--- src/rtl/if_pkg.sv ---
// Shared definitions for the instruction-fetch prefetcher: FSM encoding,
// memory latency and default parameter values.
package if_pkg;

    localparam int MEM_LAT        = 2;
    localparam int DEF_ADDR_W     = 32;
    localparam int DEF_INST_BYTES = 4;
    localparam int DEF_QDEPTH     = 4;
    localparam int DEF_REQ_GAP    = 9;

    typedef enum logic [1:0] {
        ST_GAP   = 2'd0,
        ST_FETCH = 2'd1,
        ST_DRAIN = 2'd2
    } if_state_e;

endpackage

--- src/rtl/if_inst_fifo.sv ---
// First-word-fall-through instruction queue with flush and occupancy count.
// The head word reads as zero while the queue is empty.
module if_inst_fifo #(
    parameter int W     = 64,
    parameter int DEPTH = 4
) (
    input  logic                   clk,
    input  logic                   rst,
    input  logic                   flush_i,
    input  logic                   push_i,
    input  logic [W-1:0]           wdata_i,
    input  logic                   pop_i,
    output logic [W-1:0]           rdata_o,
    output logic [$clog2(DEPTH):0] count_o
);
    localparam int AW = $clog2(DEPTH);
    localparam logic [AW:0] FULL = (AW+1)'(DEPTH);

    logic [W-1:0]  mem_q [DEPTH];
    logic [AW-1:0] wr_q, rd_q;
    logic [AW:0]   cnt_q;
    logic          do_push, do_pop;

    assign do_push = push_i && (cnt_q != FULL);
    assign do_pop  = pop_i && (cnt_q != '0);

    // NOTE: sequential state uses non-blocking assignments so every register samples pre-edge values.
    always_ff @(posedge clk or negedge rst) begin
        if (!rst) begin
            wr_q  <= '0;
            rd_q  <= '0;
            cnt_q <= '0;
        end else if (flush_i) begin
            wr_q  <= '0;
            rd_q  <= '0;
            cnt_q <= '0;
        end else begin
            if (do_push) wr_q <= wr_q + AW'(1);
            if (do_pop)  rd_q <= rd_q + AW'(1);
            cnt_q <= cnt_q + (AW+1)'(do_push) - (AW+1)'(do_pop);
        end
    end

    // NOTE: storage is not reset; occupancy gating below keeps stale entries invisible.
    always_ff @(posedge clk) begin
        if (do_push && !flush_i) mem_q[wr_q] <= wdata_i;
    end

    assign rdata_o = (cnt_q != '0) ? mem_q[rd_q] : '0;
    assign count_o = cnt_q;

endmodule

--- src/rtl/if_prefetch.sv ---
// Byte-serial instruction prefetcher: fetches one instruction at a time from
// mem_ctrl, assembles it little-endian and queues it for the decode stage.
module if_prefetch
    import if_pkg::*;
#(
    parameter int ADDR_W     = DEF_ADDR_W,
    parameter int INST_BYTES = DEF_INST_BYTES,
    parameter int QDEPTH     = DEF_QDEPTH,
    parameter int REQ_GAP    = DEF_REQ_GAP
) (
    input  logic                    clk,
    input  logic                    rst,
    output logic                    if_request,
    output logic [ADDR_W-1:0]       if_addr,
    input  logic                    mem_gnt,
    input  logic [7:0]              mem_ctrl_data,
    input  logic                    branch_enable_i,
    input  logic [ADDR_W-1:0]       branch_addr_i,
    output logic                    inst_valid_o,
    output logic [8*INST_BYTES-1:0] inst_o,
    output logic [ADDR_W-1:0]       pc_o,
    input  logic                    id_ready_i
);
    localparam int IW = 8 * INST_BYTES;
    localparam int KW = (INST_BYTES > 1) ? $clog2(INST_BYTES) : 1;
    localparam int GW = (REQ_GAP > 0) ? $clog2(REQ_GAP + 1) : 1;
    localparam int CW = $clog2(QDEPTH) + 1;
    localparam logic [KW-1:0] K_LAST   = KW'(INST_BYTES - 1);
    localparam logic [GW-1:0] GAP_INIT = GW'(REQ_GAP);
    localparam logic [CW-1:0] Q_FULL   = CW'(QDEPTH);
    localparam logic [CW-1:0] Q_ALMOST = CW'(QDEPTH - 1);

    if_state_e          state_q, state_d;
    logic [GW-1:0]      gap_q, gap_d;
    logic [KW-1:0]      k_q, k_d;
    logic [ADDR_W-1:0]  fetch_pc_q, fetch_pc_d;
    logic [IW-1:0]      asm_q, asm_d;
    logic [MEM_LAT-1:0] sv_q;
    logic [KW-1:0]      sidx_q [MEM_LAT];

    logic               gnt_acc, arrive, push, pop;
    logic [KW-1:0]      arr_idx;
    logic [CW-1:0]      q_count;
    logic [ADDR_W+IW-1:0] q_rdata;

    assign gnt_acc = (state_q == ST_FETCH) && mem_gnt;
    assign arrive  = sv_q[MEM_LAT-1];
    assign arr_idx = sidx_q[MEM_LAT-1];
    assign push    = arrive && (arr_idx == K_LAST) && !branch_enable_i;
    assign pop     = inst_valid_o && id_ready_i;

    always_comb begin
        asm_d = asm_q;
        if (arrive) asm_d[8*arr_idx +: 8] = mem_ctrl_data;
    end

    // NOTE: every always_comb output gets a default first, so no path can infer a latch.
    always_comb begin
        state_d    = state_q;
        gap_d      = gap_q;
        k_d        = k_q;
        fetch_pc_d = fetch_pc_q;
        if_request = 1'b0;
        if_addr    = '0;
        case (state_q)
            ST_GAP: begin
                if (gap_q != '0)          gap_d   = gap_q - GW'(1);
                else if (q_count < Q_FULL) state_d = ST_FETCH;
            end
            ST_FETCH: begin
                if_request = 1'b1;
                if_addr    = fetch_pc_q + ADDR_W'(k_q);
                if (mem_gnt) begin
                    if (k_q == K_LAST) begin
                        k_d     = '0;
                        state_d = ST_DRAIN;
                    end else begin
                        k_d = k_q + KW'(1);
                    end
                end
            end
            ST_DRAIN: begin
                if (push) begin
                    fetch_pc_d = fetch_pc_q + ADDR_W'(INST_BYTES);
                    gap_d      = GAP_INIT;
                    // With no gap, refetch at once only if the push leaves a free slot.
                    if ((REQ_GAP == 0) && (pop || (q_count < Q_ALMOST))) state_d = ST_FETCH;
                    else                                                 state_d = ST_GAP;
                end
            end
            default: state_d = ST_GAP;
        endcase
        if (branch_enable_i) begin
            state_d    = (REQ_GAP == 0) ? ST_FETCH : ST_GAP;
            gap_d      = GAP_INIT;
            k_d        = '0;
            fetch_pc_d = branch_addr_i;
        end
    end

    always_ff @(posedge clk or negedge rst) begin
        if (!rst) begin
            state_q    <= ST_GAP;
            gap_q      <= GAP_INIT;
            k_q        <= '0;
            fetch_pc_q <= '0;
            asm_q      <= '0;
            sv_q       <= '0;
            for (int i = 0; i < MEM_LAT; i++) sidx_q[i] <= '0;
        end else begin
            state_q    <= state_d;
            gap_q      <= gap_d;
            k_q        <= k_d;
            fetch_pc_q <= fetch_pc_d;
            asm_q      <= asm_d;
            sv_q       <= branch_enable_i ? '0 : {sv_q[MEM_LAT-2:0], gnt_acc};
            sidx_q[0]  <= k_q;
            for (int i = 1; i < MEM_LAT; i++) sidx_q[i] <= sidx_q[i-1];
        end
    end

    if_inst_fifo #(
        .W     (ADDR_W + IW),
        .DEPTH (QDEPTH)
    ) u_fifo (
        .clk     (clk),
        .rst     (rst),
        .flush_i (branch_enable_i),
        .push_i  (push),
        .wdata_i ({fetch_pc_q, asm_d}),
        .pop_i   (pop),
        .rdata_o (q_rdata),
        .count_o (q_count)
    );

    assign inst_valid_o = (q_count != '0);
    assign pc_o         = q_rdata[ADDR_W+IW-1 -: ADDR_W];
    assign inst_o       = q_rdata[IW-1:0];

endmodule

--- config.mk ---
export PLATFORM = sky130hd
export DESIGN_NAME = if_prefetch
export DESIGN_NICKNAME = d
export VERILOG_FILES = /design/src/rtl/if_pkg.sv /design/src/rtl/if_inst_fifo.sv /design/src/rtl/if_prefetch.sv
export SDC_FILE = /design/constraint.sdc
export NUM_CORES = 1
export LEC_CHECK = 0
export BUFFER_PORTS_ARGS = -buffer_cell sky130_fd_sc_hd__buf_2
export CORE_ASPECT_RATIO = 1.2
export CORE_UTILIZATION = 60
export CTS_BUF_LIST = sky130_fd_sc_hd__clkbuf_8
export CTS_CLUSTER_SIZE = 16
export DETAILED_ROUTE_END_ITERATION = 6
export PLACE_DENSITY = 0.81
export SLEW_MARGIN = 30
export SYNTH_ARGS = -nofsm -noshare
export SYNTH_HDL_FRONTEND = slang
export SYNTH_SLANG_ARGS = --single-unit
--- constraint.sdc ---
create_clock -name clk -period 10.48 [get_ports clk]
set_input_delay 0.524 -clock clk [delete_from_list [all_inputs] [get_ports clk]]
set_output_delay 0.524 -clock clk [all_outputs]
set_load 0.02 [all_outputs]
### Word-level counts from Yosys, hierarchy flattened

Memories as Yosys holds them, arrays and structs flattened.
Index checks and enable logic that the tools add are counted.

| word-level totals | value |
|---|---|
| register bits | 85 |
| bits in writable memories | 256 |
| input port bits | 45 |
| output and inout port bits | 98 |
| memories kept | 1 |

Memory list:

| memory | words | width | rd ports | clocked after Yosys merged registers in | wr ports | RTL line | RTL |
|---|---|---|---|---|---|---|---|
| u_fifo.mem_q | 4 | 64 | 1 | 0 | 1 | if_inst_fifo.sv:19 | `logic [W-1:0] mem_q [DEPTH];` |

| cells by class | value |
|---|---|
| $add $sub $neg | 9 |
| magnitude comparators | 1 |
| eq/ne operators | 11 |
| shift-type cells | 2 |
| muxes and demuxes | 31 |
| reduce and logical (&&, ||, !) cells | 22 |

Operators with widths:

| operator | number |
|---|---|
| 32-bit 2-to-1 mux | 5 |
| 64-bit 2-to-1 mux | 1 |
| 5-bit negation with 34-bit output | 1 |
| 8-bit by 34-bit variable shift with 32-bit output, first input constant | 1 |
| 8-bit by 34-bit indexed part select with 32-bit output | 1 |
| 32-bit by 2-bit adder with 32-bit output | 1 |
| 32-bit by 3-bit adder with 32-bit output, second input constant | 1 |
| 32-bit bitwise mux | 1 |
| 2-bit 2-to-1 mux | 15 |
| 3-bit != test, second input constant | 5 |
| 4-bit 2-to-1 mux | 3 |
| 2-bit nonzero test | 6 |
| 4-bit case mux with 2 select lines | 1 |
| 1-bit logical AND | 7 |
| 2-bit by 1-bit adder with 2-bit output, second input constant | 3 |
| 2-bit == test, second input constant | 3 |
| 3-bit by 2-bit != test with 1-bit output, second input constant | 2 |
| 2-bit case mux with 3 select lines | 1 |
| 3-bit nonzero test | 2 |
| 5-bit AND reduction | 1 |
| 2-bit AND reduction | 2 |
| 4-bit nonzero test | 1 |
| 4-bit by 1-bit subtractor with 4-bit output, second input constant | 1 |
| 3-bit by 1-bit adder with 3-bit output | 1 |
| 8 further kinds | 10 |

### Depth between registers and ports, before layout

Gate-level depths: netlist of the first run.

| depth | value |
|---|---|
| depth after elaboration | 7 |
| mapped depth | 9 |
| mapped depth without buffers | 9 |

### Cells and area by module

From an unflattened synthesis of the first run, not the netlist that was laid out.

| second synthesis, totals | value |
|---|---|
| cells, all modules | 935 |
| area, all modules | 14701.6 sq um |

By module, submodules not included:

| module | times used | cells each | area each (sq um) |
|---|---|---|---|
| if_inst_fifo | 1 | 452 | 10119.7 |
| if_prefetch | 1 | 483 | 4581.9 |

### Worst setup path before layout of the first run

OpenSTA, ideal clock, no wires.

| timing | value |
|---|---|
| kind | flip-flop to flip-flop |
| start point | reg sidx_q (netlist bit arr_idx[0]) |
| end point | mem u_fifo.mem_q[0][0] (enable) |
| library setup time | 0.429 ns |
| arrival time | 3.014 ns |
| data required time | 10.051 ns |
| slack | 7.037 ns |
| stages on the path, launching flop included | 6 |
| buffers on the path | 1 |
| clock period less this slack | 3.443 ns |
| path through | dfrtp_1 ha_1 nand2_1 clkbuf_1 a211oi_1 and2_1 |

| on the way | value |
|---|---|
| cells in the longest elaborated chain, start to end | 7 |

RTL lines:

| item | RTL line | RTL |
|---|---|---|
| from (decl) | if_prefetch.sv:39 | `logic [KW-1:0] sidx_q [MEM_LAT];` |
| 2-bit == test | if_prefetch.sv:49 | `assign push = arrive && (arr_idx == K_LAST) && !branch_enable_i;` |
| 1-bit logical AND (2 in series) | if_prefetch.sv:49 |  |
| 1-bit logical AND | if_inst_fifo.sv:24 | `assign do_push = push_i && (cnt_q != FULL);` |
| 1-bit logical AND | if_inst_fifo.sv:46 | `if (do_push && !flush_i) mem_q[wr_q] <= wdata_i;` |
| 1-bit 2-to-1 mux | if_inst_fifo.sv:46 |  |
| 1-bit 2-to-1 mux (implied by the code) | if_inst_fifo.sv:46 |  |
| to (decl) | if_inst_fifo.sv:19 |  |

No other way between the ends.

### Final worst setup path of the first run

| timing | value |
|---|---|
| start point | reg fetch_pc_q[2] |
| end point | out if_addr[26] |

| on the way | value |
|---|---|
| cells in the longest elaborated chain, start to end | 2 |

RTL lines:

| item | RTL line | RTL |
|---|---|---|
| from (decl) | if_prefetch.sv:36 | `logic [ADDR_W-1:0] fetch_pc_q, fetch_pc_d;` |
| from (signal assigned) | if_prefetch.sv:114 | `fetch_pc_q <= fetch_pc_d;` |
| 32-bit by 2-bit adder with 32-bit output | if_prefetch.sv:72 | `if_addr = fetch_pc_q + ADDR_W'(k_q);` |
| 32-bit 2-to-1 mux | if_prefetch.sv:65 | `case (state_q)` |
| to (decl) | if_prefetch.sv:14 | `output logic [ADDR_W-1:0] if_addr,` |

No other way between the ends.

==> results_tabular.tex, run 1 <==
\begin{tabular}{lr}
\hline
Metric & Value \\
\hline
\multicolumn{2}{l}{\textbf{Floorplan}} \\
Cell row count & 62 \\
Core footprint & 23900 µm² \\
Die span in y & around 170 µm \\
Die Area & 24900 µm² \\
Number of top-level pins & 143 \\
Width of the chip & 144 µm \\
Starting density of the core & 61.0\% \\
\multicolumn{2}{l}{\textbf{Yosys}} \\
Mapped Nets & 991 \\
Mapped Avg Cell Area & approximately 16 µm² \\
Number of distinct library cell variants in the gate-level netlist after synthesis & 57 \\
Leading register cell type out of synthesis & sky130\_fd\_sc\_hd\_\_edfxtp\_1 \\
Cell area after technology mapping & 14600 µm² \\
Synthesized instance count & 927 \\
Warnings, synthesis & 0 \\
Post-synthesis sequential element count & between 300 and 400 \\
Area share of the leading cell type in the synthesized netlist & 52.7\% \\
Fraction of registers with async set/reset & 24.9\% \\
Post-synth EDFFs & 256 \\
Part of the Yosys area used for sequential elements & 67.4\% \\
Synth area leaders & sky130\_fd\_sc\_hd\_\_edfxtp\_1, sky130\_fd\_sc\_hd\_\_dfrtp\_1, sky130\_fd\_sc\_hd\_\_mux4\_2 \\
Dominant cell type by area after synthesis & sky130\_fd\_sc\_hd\_\_edfxtp\_1 \\
\multicolumn{2}{l}{\textbf{Route}} \\
Iteration-0 DRC Markers & 742 \\
First drt pass iteration count & 5 \\
Count of vias placed by the detailed router & between 8k and 9k \\
Wire length per cell after detailed routing & 21.7 µm \\
Post-route DRC & 0 \\
Number of antenna-violating nets in the routed design & 0 \\
Vias per Instance & a little over 6 \\
Total detailed-routing wirelength & 31300 µm \\
\multicolumn{2}{l}{\textbf{Clock network}} \\
Clock root buffer & sky130\_fd\_sc\_hd\_\_clkbuf\_8 \\
Worst-Skew Late Latency & 0.57 ns \\
Clock tree from TritonCTS & yes \\
Gates resized, CTS repair & 0 \\
Sink count of the clock tree & 341 \\
H-tree lvl count & 2 \\
CTS Buffer Depth & 3 \\
CTS Buf Count & 50 \\
Clock-pin slew of the registers on the worst-case setup and hold paths & 0.06 ns \\
\multicolumn{2}{l}{\textbf{Power and ir drop}} \\
Leakage power figure & 6.03 nW \\
NetSw & 0.00106 W \\
Internal Pwr Total & 0.00245 W \\
Power density cells & 213 nW/µm² \\
Gate power share & 25.6\% \\
Part of the power in the clock network & 29.5\% \\
Final Power & approximately 0.0035 W \\
Sequential Power Share & 45.0\% \\
Worst vdd ir & about 0.11 mV \\
Switching portion of total power & 30.3\% \\
\multicolumn{2}{l}{\textbf{Setup path}} \\
Critical path class & flop to primary output \\
Startpoint kind of the worst setup timing path & flop \\
Arrival time reported for the critical path endpoint & roughly 3.4 ns \\
Setup crit end kind & primary output \\
Maximum fanout count along the critical path & 17 \\
Required arrival time at the worst endpoint & $\sim$10 ns \\
Worst reg-to-reg setup slack & 6.93 ns \\
\multicolumn{2}{l}{\textbf{GRT}} \\
Wire length of the first global-routing pass & 49500 µm \\
Initial antenna violation count & 1 \\
Number of global-route vias before repair & 8883 \\
Aggregate global routing overflow & 0 \\
GRT Overall Usage & 26.7\% \\
Largest net degree at the start of global routing & 68 \\
\multicolumn{2}{l}{\textbf{STA}} \\
Maximum achievable frequency & around 260 MHz \\
Final count of hold timing violations & 0 \\
Slew HR & between 30\% and 40\% \\
Final setup viols & 0 \\
Final clock skew & 0.0271 ns \\
Final setup slack of the worst path & 6.56 ns \\
Transition time at the pin with the least slew margin & around 0.91 ns \\
Post-route minimum period & 3.92 ns \\
Final Cycle Share & between 30\% and 40\% \\
Max-slew violation total from the final report & 0 \\
Setup repair after global routing missed its margin & false \\
Aggregate negative setup slack & 0 ns \\
\multicolumn{2}{l}{\textbf{Placement}} \\
Placement-stage worst setup slack & 6.93 ns \\
Placer congestion estimate & a little under 0.9 \\
Count of buffers from port buffering & 142 \\
Detailed placement HPWL & 20000 µm \\
Instance count after placement with tap cells included & 1344 \\
Post-placement cell area & approximately 16000 µm² \\
\multicolumn{2}{l}{\textbf{Final layout}} \\
Syn-to-layout area delta & 13.5\% \\
Fraction of layout cells with a size suffix above 1 & 28.0\% \\
Layout net count & about 1.1k \\
Non-filler instance count after layout & 1439 \\
Final cell area excluding filler cells & 16500 µm² \\
\multicolumn{2}{l}{\textbf{Job}} \\
Max-capacitance violation count & 0 \\
\multicolumn{2}{l}{\textbf{Hold path}} \\
Worst Hold Class & input pin to flop \\
\multicolumn{2}{l}{\textbf{Outcome}} \\
Run status & complete, no violations \\
\hline
\end{tabular}
[area by class of cell]
class	instances	area, µm²
Antenna cell	1	2.50
Clock buffer	62	853
Clock inverter	31	153
Fill cell	1602	7360
Inverter	15	56.3
Multi-Input combinational cell	512	4400
Sequential cell	341	9820
Tap cell	320	400
Timing Repair Buffer	157	848
[final timing paths]
check / cells past startpoint / endpoint / startpoint
min reg2reg: 0 / arr_idx[1] / sidx_q[3]
max in group asynchronous: 4 / gap_q[3] / rst
min: 3 / fetch_pc_q[7] / branch_addr_i[7]
min in group asynchronous: 2 / fetch_pc_q[17] / rst
max reg2reg: 5 / u_fifo.mem_q[1][59] / arr_idx[0]
max: 6 / if_addr[26] / fetch_pc_q[2]
[synthesized netlist by cell type (all sizes together) (14+ instances only)]
library cell	n
edfxtp	256
dfrtp	83
and2	72
mux4	64
nand2	47
clkbuf	40
nor2	34
a22o	33
or4	27
o21ai	26
a21oi	23
or3	23
nand3	21
buf	18
ha	17
o31ai	17
nand4	15
a31oi	14
inv	14
[critical path, stage by stage, from the launching register on]
cell	delay, ns
sky130_fd_sc_hd__dfrtp_1	0.55
sky130_fd_sc_hd__ha_1	0.28
sky130_fd_sc_hd__and4_2	0.33
sky130_fd_sc_hd__nand4_1	0.59
sky130_fd_sc_hd__or4_1	0.71
sky130_fd_sc_hd__a21oi_1	0.19
sky130_fd_sc_hd__buf_2	0.19
[cell families after synthesis]
logic type	Yosys count	share of synthesized area, %
and+or+nand+nor	272	10.7
adders and majority gates	19	1.73
xor gates and xnor gates	24	1.44
muxes	68	10.2
buffers and inverters	74	2.57
DFF	341	67.4
AOI/OAI and AO/OA	129	6.04
[per-stage QoR]
| step | hold slack [ns] | utilization, % |
|---|---|---|
| floorplan | 0.228 | - |
| global placement | 0.336 | 64.8 |
| detailed placement | 0.339 | 64.9 |
| CTS | 0.159 | 69.2 |
| global route | 0.170 | 69.2 |
| finish | 0.167 | 69.2 |
[routing by layer]
metal / vias up / global-route usage, % / routed length, µm
met3: 66 / 4.35 / 2550
met1: 4474 / 36.5 / 12000
met2: 454 / 44.2 / 16000
met4: 0 / 8.46 / 752
met5: - / 0 / 0
li1: 3932 / - / -
[power groups by stage]
| stage | combinational [W] | sequential [W] | clock [W] |
|---|---|---|---|
| final | 0.000900 | 0.00158 | 0.00104 |
| after global placement | 0.000900 | 0.00161 | 0 |
| after global routing | 0.000980 | 0.00160 | 0.00111 |
| after detailed placement | 0.000908 | 0.00161 | 0 |
| after floorplan | 0.000701 | 0.00154 | 0 |
| after CTS | 0.000911 | 0.00158 | 0.00105 |
[state kept, by name (all words and copies together) (netlist names), 3 cells and up]
signal,cells
u_fifo.count_o,3
fetch_pc_q,32
gap_q,4
asm_q,32
u_fifo.mem_q,256
[timing repair]
item | 4_1_cts | 5_1_grt
hold buffers | 1 | 0
hold endpoints to repair | 10 | 0
buffers inserted | 0 | 0
[cells in the final DEF, fill, tap and decap left out, drive strengths merged, types with 27 or more instances in the layout]
| cell | count |
|---|---|
| clkbuf | 62 |
| dfrtp | 83 |
| a22o | 33 |
| or4 | 27 |
| and2 | 72 |
| nand2 | 47 |
| inv | 33 |
| mux4 | 64 |
| buf | 156 |
| nor2 | 34 |
| edfxtp | 256 |
Power figures use the tool's default switching activity.
==> run 2: changes to the inputs <==
--- a/config.mk
+++ b/config.mk
@@ -5,13 +5,14 @@
 export SDC_FILE = /design/constraint.sdc
 export NUM_CORES = 1
 export LEC_CHECK = 0
+export ABC_AREA = 1
 export BUFFER_PORTS_ARGS = -buffer_cell sky130_fd_sc_hd__buf_2
 export CORE_ASPECT_RATIO = 1.2
-export CORE_UTILIZATION = 60
+export CORE_UTILIZATION = 56
 export CTS_BUF_LIST = sky130_fd_sc_hd__clkbuf_8
 export CTS_CLUSTER_SIZE = 16
 export DETAILED_ROUTE_END_ITERATION = 6
-export PLACE_DENSITY = 0.81
+export PLACE_DENSITY = 0.79
 export SLEW_MARGIN = 30
 export SYNTH_ARGS = -nofsm -noshare
 export SYNTH_HDL_FRONTEND = slang
==> constraint.sdc (replaced) <==
create_clock -name clk -period 3.2 [get_ports clk]
set_input_delay 0.16 -clock clk [delete_from_list [all_inputs] [get_ports clk]]
set_output_delay 0.16 -clock clk [all_outputs]
set_load 0.02 [all_outputs]
==> run 2 against run 1 <==
Effect of this change:
- the flow now finishes with violations (design-rule violations)
- final cell count increased by 46%
- highest routed layer unchanged
- critical path depth rose by 4
- sequential share of layout area down 3.8 points
- via count grew 34%
- critical path type unchanged
- clock power grew to 3.4 times the previous value
- utilization is 2.4 points lower
- die area grew 11%
==> results_tabular.tex, run 2 <==
\begin{tabular}{lr}
\hline
Metric & Value \\
\hline
\multicolumn{2}{l}{\textbf{Setup path}} \\
Depth of the worst register-to-register path & 10 (was 5) \\
Required arrival time at the worst endpoint & 3.04 ns (was 9.96 ns) \\
Setup crit end kind & primary output (unchanged) \\
Endpoint of the worst-slack reg-to-reg timing path & u\_fifo.count\_o[2] (was u\_fifo.mem\_q[1][59]) \\
R2R Path Start & arr\_idx[0] (unchanged) \\
Arrival time reported for the critical path endpoint & 2.79 ns (was 3.39 ns) \\
Critical path class & flop to primary output (unchanged) \\
Startpoint kind of the worst setup timing path & flop (unchanged) \\
Worst reg-to-reg setup slack & 0.62 ns (was 6.93 ns) \\
Maximum fanout count along the critical path & 6 (was 17) \\
\multicolumn{2}{l}{\textbf{Yosys}} \\
Area share of and/or/nand/nor cells after synthesis & 18.3\% (was 10.7\%) \\
Dominant cell type by area after synthesis & sky130\_fd\_sc\_hd\_\_edfxtp\_1 (unchanged) \\
Synth area leaders & sky130\_fd\_sc\_hd\_\_edfxtp\_1, sky130\_fd\_sc\_hd\_\_dfrtp\_1, sky130\_fd\_sc\_hd\_\_nor2\_1 (was sky130\_fd\_sc\_hd\_\_edfxtp\_1, sky130\_fd\_sc\_hd\_\_dfrtp\_1, sky130\_fd\_sc\_hd\_\_mux4\_2) \\
Area share of fa/ha/maj cells after synthesis & 1.67\% (was 1.73\%) \\
Post-synthesis sequential element count & 341 (unchanged) \\
Cell area after technology mapping & 15200 µm² (was 14600 µm²) \\
Area share of the leading cell type in the synthesized netlist & 50.7\% (was 52.7\%) \\
Mux share of post-synthesis cell area & 0\% (was 10.2\%) \\
Post-synthesis xor/xnor area fraction & 0.751\% (was 1.44\%) \\
Leading register cell type out of synthesis & sky130\_fd\_sc\_hd\_\_edfxtp\_1 (unchanged) \\
Part of the Yosys area used for sequential elements & 64.7\% (was 67.4\%) \\
Number of distinct library cell variants in the gate-level netlist after synthesis & 36 (was 57) \\
Synthesized instance count & 1538 (was 927) \\
Synth cell count leaders & sky130\_fd\_sc\_hd\_\_nor2\_1, sky130\_fd\_sc\_hd\_\_edfxtp\_1, sky130\_fd\_sc\_hd\_\_nand2\_1 (was sky130\_fd\_sc\_hd\_\_edfxtp\_1, sky130\_fd\_sc\_hd\_\_dfrtp\_1, sky130\_fd\_sc\_hd\_\_and2\_1) \\
Mapped Avg Cell Area & 9.86 µm² (was 15.7 µm²) \\
Fraction of registers with async set/reset & 24.9\% (unchanged) \\
Post-synth EDFFs & 256 (unchanged) \\
Warnings, synthesis & 0 (unchanged) \\
Compound-Gate Fraction of Synth Area & 10.5\% (was 6.04\%) \\
Mapped Nets & 1602 (was 991) \\
Largest family of logic cells by synthesized area & simple AND/OR/NAND/NOR gates (unchanged) \\
Cell with the most instances after synthesis & sky130\_fd\_sc\_hd\_\_nor2\_1 (was sky130\_fd\_sc\_hd\_\_edfxtp\_1) \\
\multicolumn{2}{l}{\textbf{Final layout}} \\
Register name with the most flops & u\_fifo.mem\_q (unchanged) \\
Registers with the highest flip-flop counts & u\_fifo.mem\_q (256), asm\_q (32), fetch\_pc\_q (32) (unchanged) \\
Fraction of layout cells with a size suffix above 1 & 15.3\% (was 28.0\%) \\
Non-filler instance count after layout & 2099 (was 1439) \\
Commonest non-fill, non-tap cells in the layout & sky130\_fd\_sc\_hd\_\_nor2\_1, sky130\_fd\_sc\_hd\_\_edfxtp\_1, sky130\_fd\_sc\_hd\_\_nand2\_1 (was sky130\_fd\_sc\_hd\_\_edfxtp\_1, sky130\_fd\_sc\_hd\_\_buf\_2, sky130\_fd\_sc\_hd\_\_dfrtp\_1) \\
Syn-to-layout area delta & 16.4\% (was 13.5\%) \\
Layout net count & 1787 (was 1141) \\
Final core utilization & 66.8\% (was 69.2\%) \\
N\_diodes & 0 (was 1) \\
Leading cell type in the layout, fill and taps excluded & sky130\_fd\_sc\_hd\_\_nor2\_1 (was sky130\_fd\_sc\_hd\_\_edfxtp\_1) \\
Number of flip-flops under the largest register name & 256 (unchanged) \\
\multicolumn{2}{l}{\textbf{STA}} \\
Aggregate negative setup slack & 0 ns (unchanged) \\
Setup repair after global routing missed its margin & false (unchanged) \\
Final setup viols & 0 (unchanged) \\
Final count of hold timing violations & 0 (unchanged) \\
Maximum achievable frequency & 339 MHz \\
Transition time at the pin with the least slew margin & 0.873 ns (was 0.912 ns) \\
Slew HR & 41.8\% (was 38.9\%) \\
Post-route minimum period & slightly below 3 ns \\
Final clock skew & 0.0155 ns (was 0.0271 ns) \\
Max-slew violation total from the final report & 0 (unchanged) \\
Final Cycle Share & 92.1\% \\
\multicolumn{2}{l}{\textbf{GRT}} \\
Largest net degree at the start of global routing & 130 (was 68) \\
Wire length of the first global-routing pass & 60400 µm (was 49500 µm) \\
Number of global-route vias before repair & 11.5k (was 8883) \\
Aggregate global routing overflow & 0 (unchanged) \\
Initial antenna violation count & 0 (was 1) \\
GRT Overall Usage & 28.4\% (was 26.7\%) \\
\multicolumn{2}{l}{\textbf{Route}} \\
First drt pass iteration count & 7 (was 5) \\
Iteration-0 DRC Markers & 950 (was 742) \\
Wire length per cell after detailed routing & 18.6 µm (was 21.7 µm) \\
Count of vias placed by the detailed router & 12.0k (was 8926) \\
Vias per Instance & 5.71 (was 6.20) \\
Post-route DRC & 8 (was 0) \\
Total detailed-routing wirelength & 39000 µm (was 31300 µm) \\
Number of antenna-violating nets in the routed design & 0 (unchanged) \\
\multicolumn{2}{l}{\textbf{Floorplan}} \\
Width of the chip & 152 µm (was 144 µm) \\
Die span in y & 182 µm (was 173 µm) \\
Core footprint & 26400 µm² (was 23900 µm²) \\
Number of top-level pins & 143 (unchanged) \\
Cell row count & 65 (was 62) \\
Starting density of the core & 57.4\% (was 61.0\%) \\
Die Area & 27800 µm² (was 24900 µm²) \\
\multicolumn{2}{l}{\textbf{Clock network}} \\
H-tree lvl count & 2 (unchanged) \\
Worst-Skew Late Latency & 0.56 ns (was 0.57 ns) \\
CTS Buf Count & 50 (unchanged) \\
Clock-pin slew of the registers on the worst-case setup and hold paths & 0.06 ns (about the same) \\
Clock root buffer & sky130\_fd\_sc\_hd\_\_clkbuf\_8 (unchanged) \\
Clock tree from TritonCTS & yes (unchanged) \\
CTS Buffer Depth & 3 (unchanged) \\
Sink count of the clock tree & 341 (unchanged) \\
\multicolumn{2}{l}{\textbf{Placement}} \\
Detailed placement HPWL & 24200 µm (was 20000 µm) \\
Placer congestion estimate & 0.968 (was 0.889) \\
Instance count after placement with tap cells included & 1971 (was 1344) \\
Count of buffers from port buffering & 142 (unchanged) \\
\multicolumn{2}{l}{\textbf{Power and ir drop}} \\
Leakage power figure & 7.24 nW (was 6.03 nW) \\
Final Power & 0.0140 W (was 0.00352 W) \\
Worst vdd ir & 0.463 mV (was 0.110 mV) \\
Power density cells & 792 nW/µm² (was 213 nW/µm²) \\
\multicolumn{2}{l}{\textbf{Hold path}} \\
Hold path endpoint & asm\_q[17] (was fetch\_pc\_q[7]) \\
Startpoint of the most critical hold path & mem\_ctrl\_data[1] (was branch\_addr\_i[7]) \\
Number of cells on the worst hold path & 3 (unchanged) \\
Worst Hold Class & input pin to flop (unchanged) \\
\multicolumn{2}{l}{\textbf{Outcome}} \\
Run status & finished with violations (was complete, no violations) \\
Failing checks & design-rule violations \\
\multicolumn{2}{l}{\textbf{Job}} \\
Max-capacitance violation count & 0 (unchanged) \\
\hline
\end{tabular}
==> run 2: layer usage <==
| metal | vias up | wire [µm] | global-route usage [%] |
|---|---|---|---|
| li1 | 5567 | - | - |
| met1 | 5660 | 14800 | 34.8 |
| met2 | 622 | 19400 | 48.7 |
| met3 | 127 | 3040 | 4.27 |
| met4 | 0 | 1860 | 15.6 |
| met5 | - | 0 | 0 |
==> run 2: logic make-up after synthesis <==
kind of cell | after synthesis
buf+inv | 153
simple gates | 698
compound gates | 314
fa+ha+maj | 19
xor+xnor | 13
flops | 341
==> run 2: critical path, cell delays in order, from the launching register on <==
cell	delay [ns]
sky130_fd_sc_hd__dfrtp_1	0.45
sky130_fd_sc_hd__ha_1	0.26
sky130_fd_sc_hd__fa_1	0.35
sky130_fd_sc_hd__nand2_1	0.14
sky130_fd_sc_hd__inv_1	0.13
sky130_fd_sc_hd__nand2_1	0.11
sky130_fd_sc_hd__nor3_2	0.38
sky130_fd_sc_hd__nand3_1	0.14
sky130_fd_sc_hd__nand2_1	0.09
sky130_fd_sc_hd__nor2_1	0.04
sky130_fd_sc_hd__buf_2	0.16
==> run 2: power by group <==
group          internal [W]  switching (W)
registers           0.00529       0.000492
clock network       0.00196        0.00162
logic               0.00132        0.00329
total               0.00858        0.00540
==> run 2: worst max path at each step <==
stage                   from                   to  slack [ns]  depth (start not counted)
2_1_floorplan     arr_idx[0]   u_fifo.mem_q[0][0]       -0.85                          5
3_3_place_gp      arr_idx[0]    u_fifo.count_o[2]        0.74                         10
3_5_place_dp      arr_idx[0]  u_fifo.mem_q[3][57]        0.65                          6
4_1_cts        fetch_pc_q[0]          if_addr[12]        0.29                          9
5_1_grt        fetch_pc_q[0]          if_addr[28]        0.11                         10
6_report       fetch_pc_q[0]          if_addr[28]        0.25                         10
==> run 2: final cells by class <==
class	count	area (µm²)
Timing Repair Buffer	200	1270
Sequential cell	341	9820
Tap cell	335	419
Inverter	86	323
Fill cell	1992	8770
Multi-Input combinational cell	1044	4780
Clock buffer	57	785
Clock inverter	36	262
==> run 2: what timing repair did <==
action | CTS | global route
resized for setup | 0 | 0
setup endpoints to repair | 0 | 0
setup buffers | 0 | 0
hold buffers | 35 | 0
hold endpoints to repair | 90 | 0
==> run 2: through the flow <==
step / hold WS [ns] / instance area, µm² / setup WS (ns)
CTS: 0.0641 / 17700 / 0.295
global placement: 0.295 / 16300 / 0.738
detailed placement: 0.285 / 16300 / 0.645
global route: 0.0979 / 17700 / 0.110
floorplan: -0.136 / 15200 / -0.851
finish: 0.0991 / 17700 / 0.252
